==> src/rtl/pipe_pkg.sv <==
// Shared pipeline definitions: control-bundle layout and bubble encoding.
package pipe_pkg;

  localparam int unsigned CTRL_W      = 12;
  localparam int unsigned MEMREAD_BIT = 3;

  // Control-bundle bit positions
  localparam int unsigned CtrlRegWrite = 0;
  localparam int unsigned CtrlMemToReg = 1;
  localparam int unsigned CtrlMemWrite = 2;
  localparam int unsigned CtrlMemRead  = MEMREAD_BIT;
  localparam int unsigned CtrlAluSrc   = 4;
  localparam int unsigned CtrlAluOpLsb = 5;
  localparam int unsigned CtrlAluOpW   = 4;

  typedef logic [CTRL_W-1:0] ctrl_t;

  localparam ctrl_t BUBBLE_CTRL = '0;

endpackage

==> src/rtl/load_use_detect.sv <==
// Combinational load-use hazard check between the load in EX and the consumer in ID.
module load_use_detect #(
  parameter int unsigned CTRL_W      = pipe_pkg::CTRL_W,
  parameter int unsigned MEMREAD_BIT = pipe_pkg::MEMREAD_BIT
) (
  input  logic              ex_valid_i,
  input  logic [CTRL_W-1:0] ex_ctrl_i,
  input  logic [4:0]        ex_rt_i,
  input  logic              id_valid_i,
  input  logic [4:0]        id_rs_i,
  input  logic [4:0]        id_rt_i,
  input  logic              id_uses_rt_i,
  output logic              hazard_o
);

  logic rs_match;
  logic rt_match;

  assign rs_match = (ex_rt_i == id_rs_i);
  assign rt_match = id_uses_rt_i && (ex_rt_i == id_rt_i);

  // A load into $0 never produces a value worth waiting for.
  assign hazard_o = ex_valid_i && ex_ctrl_i[MEMREAD_BIT] && id_valid_i &&
                    (ex_rt_i != 5'd0) && (rs_match || rt_match);

endmodule

==> src/rtl/id_ex_reg.sv <==
// ID/EX pipeline register with load-use bubble insertion, stall hold and flush.
module id_ex_reg
  import pipe_pkg::*;
#(
  parameter int unsigned CTRL_W      = pipe_pkg::CTRL_W,
  parameter int unsigned MEMREAD_BIT = pipe_pkg::MEMREAD_BIT,
  parameter int unsigned CNT_W       = 16
) (
  input  logic              clk,
  input  logic              rst,
  input  logic              stall,
  input  logic              flush,
  input  logic              id_valid,
  input  logic              id_uses_rt,
  input  logic [31:0]       id_pc,
  input  logic [31:0]       id_rs_data,
  input  logic [31:0]       id_rt_data,
  input  logic [31:0]       id_imm_ext,
  input  logic [4:0]        id_rs,
  input  logic [4:0]        id_rt,
  input  logic [4:0]        id_rd,
  input  logic [CTRL_W-1:0] id_ctrl,
  output logic              ex_valid,
  output logic [31:0]       ex_pc,
  output logic [31:0]       ex_rs_data,
  output logic [31:0]       ex_rt_data,
  output logic [31:0]       ex_imm_ext,
  output logic [4:0]        ex_rs,
  output logic [4:0]        ex_rt,
  output logic [4:0]        ex_rd,
  output logic [CTRL_W-1:0] ex_ctrl,
  output logic              load_use_hazard,
  output logic [CNT_W-1:0]  bubble_cnt
);

  typedef struct packed {
    logic              valid;
    logic [31:0]       pc;
    logic [31:0]       rs_data;
    logic [31:0]       rt_data;
    logic [31:0]       imm_ext;
    logic [4:0]        rs;
    logic [4:0]        rt;
    logic [4:0]        rd;
    logic [CTRL_W-1:0] ctrl;
  } stage_t;

  stage_t           stage_q, stage_d;
  logic [CNT_W-1:0] cnt_q, cnt_d;

  load_use_detect #(
    .CTRL_W      (CTRL_W),
    .MEMREAD_BIT (MEMREAD_BIT)
  ) u_load_use_detect (
    .ex_valid_i   (stage_q.valid),
    .ex_ctrl_i    (stage_q.ctrl),
    .ex_rt_i      (stage_q.rt),
    .id_valid_i   (id_valid),
    .id_rs_i      (id_rs),
    .id_rt_i      (id_rt),
    .id_uses_rt_i (id_uses_rt),
    .hazard_o     (load_use_hazard)
  );

  always_comb begin
    stage_d = stage_q;
    cnt_d   = cnt_q;
    if (flush) begin
      stage_d = '0;
    end else if (stall) begin
      stage_d = stage_q;
    end else if (load_use_hazard) begin
      stage_d = '0;
      if (cnt_q != {CNT_W{1'b1}}) begin
        cnt_d = cnt_q + 1'b1;
      end
    end else begin
      stage_d.valid   = id_valid;
      stage_d.pc      = id_pc;
      stage_d.rs_data = id_rs_data;
      stage_d.rt_data = id_rt_data;
      stage_d.imm_ext = id_imm_ext;
      stage_d.rs      = id_rs;
      stage_d.rt      = id_rt;
      stage_d.rd      = id_rd;
      // Dead slots keep their data but must never carry live control.
      stage_d.ctrl    = id_valid ? id_ctrl : CTRL_W'(BUBBLE_CTRL);
    end
  end

  always_ff @(posedge clk or posedge rst) begin
    if (rst) begin
      stage_q <= '0;
      cnt_q   <= '0;
    end else begin
      stage_q <= stage_d;
      cnt_q   <= cnt_d;
    end
  end

  assign ex_valid   = stage_q.valid;
  assign ex_pc      = stage_q.pc;
  assign ex_rs_data = stage_q.rs_data;
  assign ex_rt_data = stage_q.rt_data;
  assign ex_imm_ext = stage_q.imm_ext;
  assign ex_rs      = stage_q.rs;
  assign ex_rt      = stage_q.rt;
  assign ex_rd      = stage_q.rd;
  assign ex_ctrl    = stage_q.ctrl;
  assign bubble_cnt = cnt_q;

endmodule

==> config.mk <==
export PLATFORM = sky130hd
export DESIGN_NAME = id_ex_reg
export DESIGN_NICKNAME = d
export VERILOG_FILES = /design/src/rtl/pipe_pkg.sv /design/src/rtl/load_use_detect.sv /design/src/rtl/id_ex_reg.sv
export SDC_FILE = /design/constraint.sdc
export NUM_CORES = 1
export LEC_CHECK = 0
export CORE_MARGIN = 4
export CORE_UTILIZATION = 35
export CTS_BUF_LIST = sky130_fd_sc_hd__clkbuf_4 sky130_fd_sc_hd__clkbuf_8 sky130_fd_sc_hd__clkbuf_16
export CTS_CLUSTER_DIAMETER = 50
export DETAILED_ROUTE_END_ITERATION = 10
export GPL_TIMING_DRIVEN = 1
export PLACE_DENSITY = 0.69
export SLEW_MARGIN = 0
export SYNTH_ARGS = -nofsm -noshare
export SYNTH_HDL_FRONTEND = slang
export SYNTH_SLANG_ARGS = --single-unit
export TNS_END_PERCENT = 10
==> constraint.sdc <==
create_clock -name clk -period 7.11 [get_ports clk]
set_clock_uncertainty 0.05 [all_clocks]
set_input_delay 1.422 -clock clk [delete_from_list [all_inputs] [get_ports clk]]
set_output_delay 1.422 -clock clk [all_outputs]
set_load 0.01 [all_outputs]
==> out/qor.csv <==
stage,metric,value,unit
floorplanning,fp.coreArea,18000,sq um
route,drt.antenna.violating_nets,0,
route,routed_wirelength,20400,um
floorplanning,die_x,143,um
critical_path,rr_startpoint,ex_rt[2],
finish,total_area_of_multi_input_combinational_cells,1870,sq um
finish,most-common-layout-cells,"333 x sky130_fd_sc_hd__clkdlybuf4s50_1, 172 x sky130_fd_sc_hd__dfrtp_1, 155 x sky130_fd_sc_hd__a22o_1, 17 x sky130_fd_sc_hd__clkbuf_16, 15 x sky130_fd_sc_hd__xnor2_1",
finish,n_antenna_cell,0,
sta,max_clock_freq,0.198,GHz
critical_path,critical_path_arrival,3.59,ns
pwr,irDropWorstVdd,0.138,mV
grt,antenna_found_initial,0,
place,gpl.final_weighted_congestion,0.793,
route,route.detailed.wl_per_inst,20.5,um
critical_path,worst_setup_path_startpoint,id_rt[3],
worst_hold_path,holdCritPathClass,reg2reg,
grt,first_pass_grt_wire_length,30600,um
outcome,outcome,completed,
route,firstDrtPassIters,4,
floorplanning,effective_utilization_at_floorplan,35.5,%
critical_path,start_kind,primary input,
place,detailed_place_hpwl,14700,um
worst_hold_path,min-delay-start,ex_rs_data[18],
synth,ys_ff_latch,172,
sta,slew_viol_final,0,
grt,overflow,0,
sta,setup_viol,0,
critical_path,rrSetupSlack,3.90,ns
sta,worst-slew-pin-transition,1.24,ns
finish,seq_area,4300,sq um
synth,yosysWarnings,0,
critical_path,crit-reg2reg-capture,ex_rs[1],
finish,drive_gt1_share,5.48,%
sta,hold_viol,0,
clocking,cts_repair_resize_count,0,
floorplanning,floorplan.io_pins,334,
pwr,leakage_power_summed_over_all_cells,4.64,nW
route,drt-vias-per-instance,5.19,
route,drcViolationCount,0,
sta,min_period_over_period,71.2,%
route,num_vias,5160,
clocking,post_cts_hold_buffer_count,0,
pwr,power.density_cell_area,223,nW/um^2
critical_path,worstPathRequired,5.64,ns
place,port_buffers,333,
critical_path,setup.worst_path.end_class,output pin,
grt,grt_pass1_vias,5436,
sta,holdWs,0.455,ns
sta,period_needed,5.06,ns
clocking,tritoncts,done,
clocking,h-tree-depth,4,
clocking,clock_path_buffers,2,
critical_path,setup.worst_path.class,in2out,
clocking,cts_root_buffer,sky130_fd_sc_hd__clkbuf_16,
clocking,cts_setup_buffers,0,
route,drt_iter0_markers,281,
job,timing.max_cap.violations,0,
finish,area_growth,63.9,%
grt,largest_net_degree_at_the_start_of_global_routing,90,
finish,filler_cell_count,1423,
clocking,clock_insertion_delay_at_the_later_pin_of_the_skew_report,0.42,ns
synth,syn_inst,432,
sta,max_slew_margin,16.7,%
worst_hold_path,holdPathEnd,ex_rs_data[18],
critical_path,crit_path_max_fanout,6,
sta,finalSetupTns,0,ns
synth,syn-num-nets,594,
sta,rsz_0062_raised_after_global_routing,false,
grt,grt_util_all_layers,19.3,%
synth,mapped_cell_area,6370,sq um
synth,ys_types,28,
finish,layout.cells.most_common,sky130_fd_sc_hd__clkdlybuf4s50_1,
clocking,path_clk_slew,0.06,ns
clocking,numCtsBuffers,17,
floorplanning,die_y,143,um
floorplanning,dieArea,20400,sq um
synth,post_synth.cell_area_avg,14.7,sq um
critical_path,reg2reg_depth,5,
synth,synth_seq_area_share,67.6,%
floorplanning,num_rows,49,
finish,design.final.nets,916,
clocking,numClockSinks,172,
worst_hold_path,hold_depth,1,
## how the worst max path moves through the flow
stage          slack, ns  cells past startpoint               to
6_report            2.05                      6  load_use_hazard
5_1_grt             1.93                      6  load_use_hazard
4_1_cts             2.10                      6  load_use_hazard
3_5_place_dp        2.11                      6  load_use_hazard
3_3_place_gp        2.11                      6  load_use_hazard
2_1_floorplan       0.98                      1    bubble_cnt[0]
## registers in the layout, indices dropped and copies added (netlist names)
signal	count
ex_rd	5
ex_rt_data	32
ex_rt	5
bubble_cnt	16
ex_ctrl	12
ex_rs	5
ex_imm_ext	32
ex_pc	32
ex_valid	1
ex_rs_data	32
## critical path, cell delays in order
cell and delay [ns]:
sky130_fd_sc_hd__clkdlybuf4s50_1 0.46, sky130_fd_sc_hd__xor2_1 0.17, sky130_fd_sc_hd__nor4_1 0.29, sky130_fd_sc_hd__a32oi_1 0.20, sky130_fd_sc_hd__nor2_1 0.42, sky130_fd_sc_hd__clkdlybuf4s50_1 0.63
## report_power, final
part	leakage (nW)	total (mW)	internal (mW)	switching, mW
Sequential	2.30	1.06	1.03	0.0312
Clock	0.289	0.943	0.564	0.379
Combinational	2.04	0.328	0.197	0.131
## per-stage QoR
step	power, mW	std cells	utilization (%)	setup slack (ns)	instance area, sq um
after floorplan	1.19	432	-	0.978	6370
after global placement	1.40	964	54.8	2.11	9840
after detailed placement	1.41	964	54.8	2.11	9840
after CTS	2.36	995	58.1	2.10	10400
after global routing	2.42	995	58.1	1.93	10400
final	2.33	995	58.1	2.05	10400
## area by class of cell
type / count / share of cell area, %
sequential: 172 / 41.2
timing repair buffer: 338 / 32.3
multi-input combinational: 224 / 17.9
clock buffer: 23 / 4.75
tap: 229 / 2.74
clock inverter: 8 / 1.04
inverter: 1 / 0.0839
## synth_stat cells
master                      count  share of area [%]
sky130_fd_sc_hd__xor2_1        10                1.4
sky130_fd_sc_hd__dfrtp_1      172                 68
sky130_fd_sc_hd__nand4bb_1      1               0.18
sky130_fd_sc_hd__xnor2_1       15                2.1
sky130_fd_sc_hd__buf_4          1               0.12
sky130_fd_sc_hd__o2111ai_2      1               0.24
sky130_fd_sc_hd__buf_6          9                1.6
sky130_fd_sc_hd__a22o_1       155                 21
sky130_fd_sc_hd__o21a_1         1               0.12
sky130_fd_sc_hd__a21o_1         1               0.12
sky130_fd_sc_hd__and3_1         6               0.59
sky130_fd_sc_hd__a32oi_1        1               0.14
sky130_fd_sc_hd__nor3b_1        1               0.12
sky130_fd_sc_hd__nor3_1         2               0.16
sky130_fd_sc_hd__nor2_1         5               0.29
sky130_fd_sc_hd__nand3_1        6               0.47
sky130_fd_sc_hd__or4_1          1               0.12
sky130_fd_sc_hd__inv_1          1              0.059
sky130_fd_sc_hd__nand2_1        5               0.29
sky130_fd_sc_hd__nor4_1         1              0.098
sky130_fd_sc_hd__buf_2          8               0.63
sky130_fd_sc_hd__mux2_2         1               0.18
sky130_fd_sc_hd__o21ai_0        1              0.078
sky130_fd_sc_hd__clkbuf_1      17                1.0
sky130_fd_sc_hd__ha_1           1               0.20
sky130_fd_sc_hd__nand4_1        7               0.69
sky130_fd_sc_hd__and2_4         1               0.14
sky130_fd_sc_hd__nor2b_1        1              0.098
## logic make-up after synthesis
group,Yosys count,synth area share (%)
buffers and inverters,36,3.40
adder cells (fa/ha/maj),1,0.196
AND/OR/NAND/NOR,37,3.24
AO/OA/AOI/OAI,160,22.0
multiplexers,1,0.177
XOR/XNOR,25,3.44
flip-flops,172,67.6
## routing by layer
layer,global-route usage [%],wire (um)
met5,0,0
met3,6.16,1710
met4,6.30,434
met2,30.7,9740
met1,25.2,8500
Note: power is estimated with default switching activity, not from simulation.
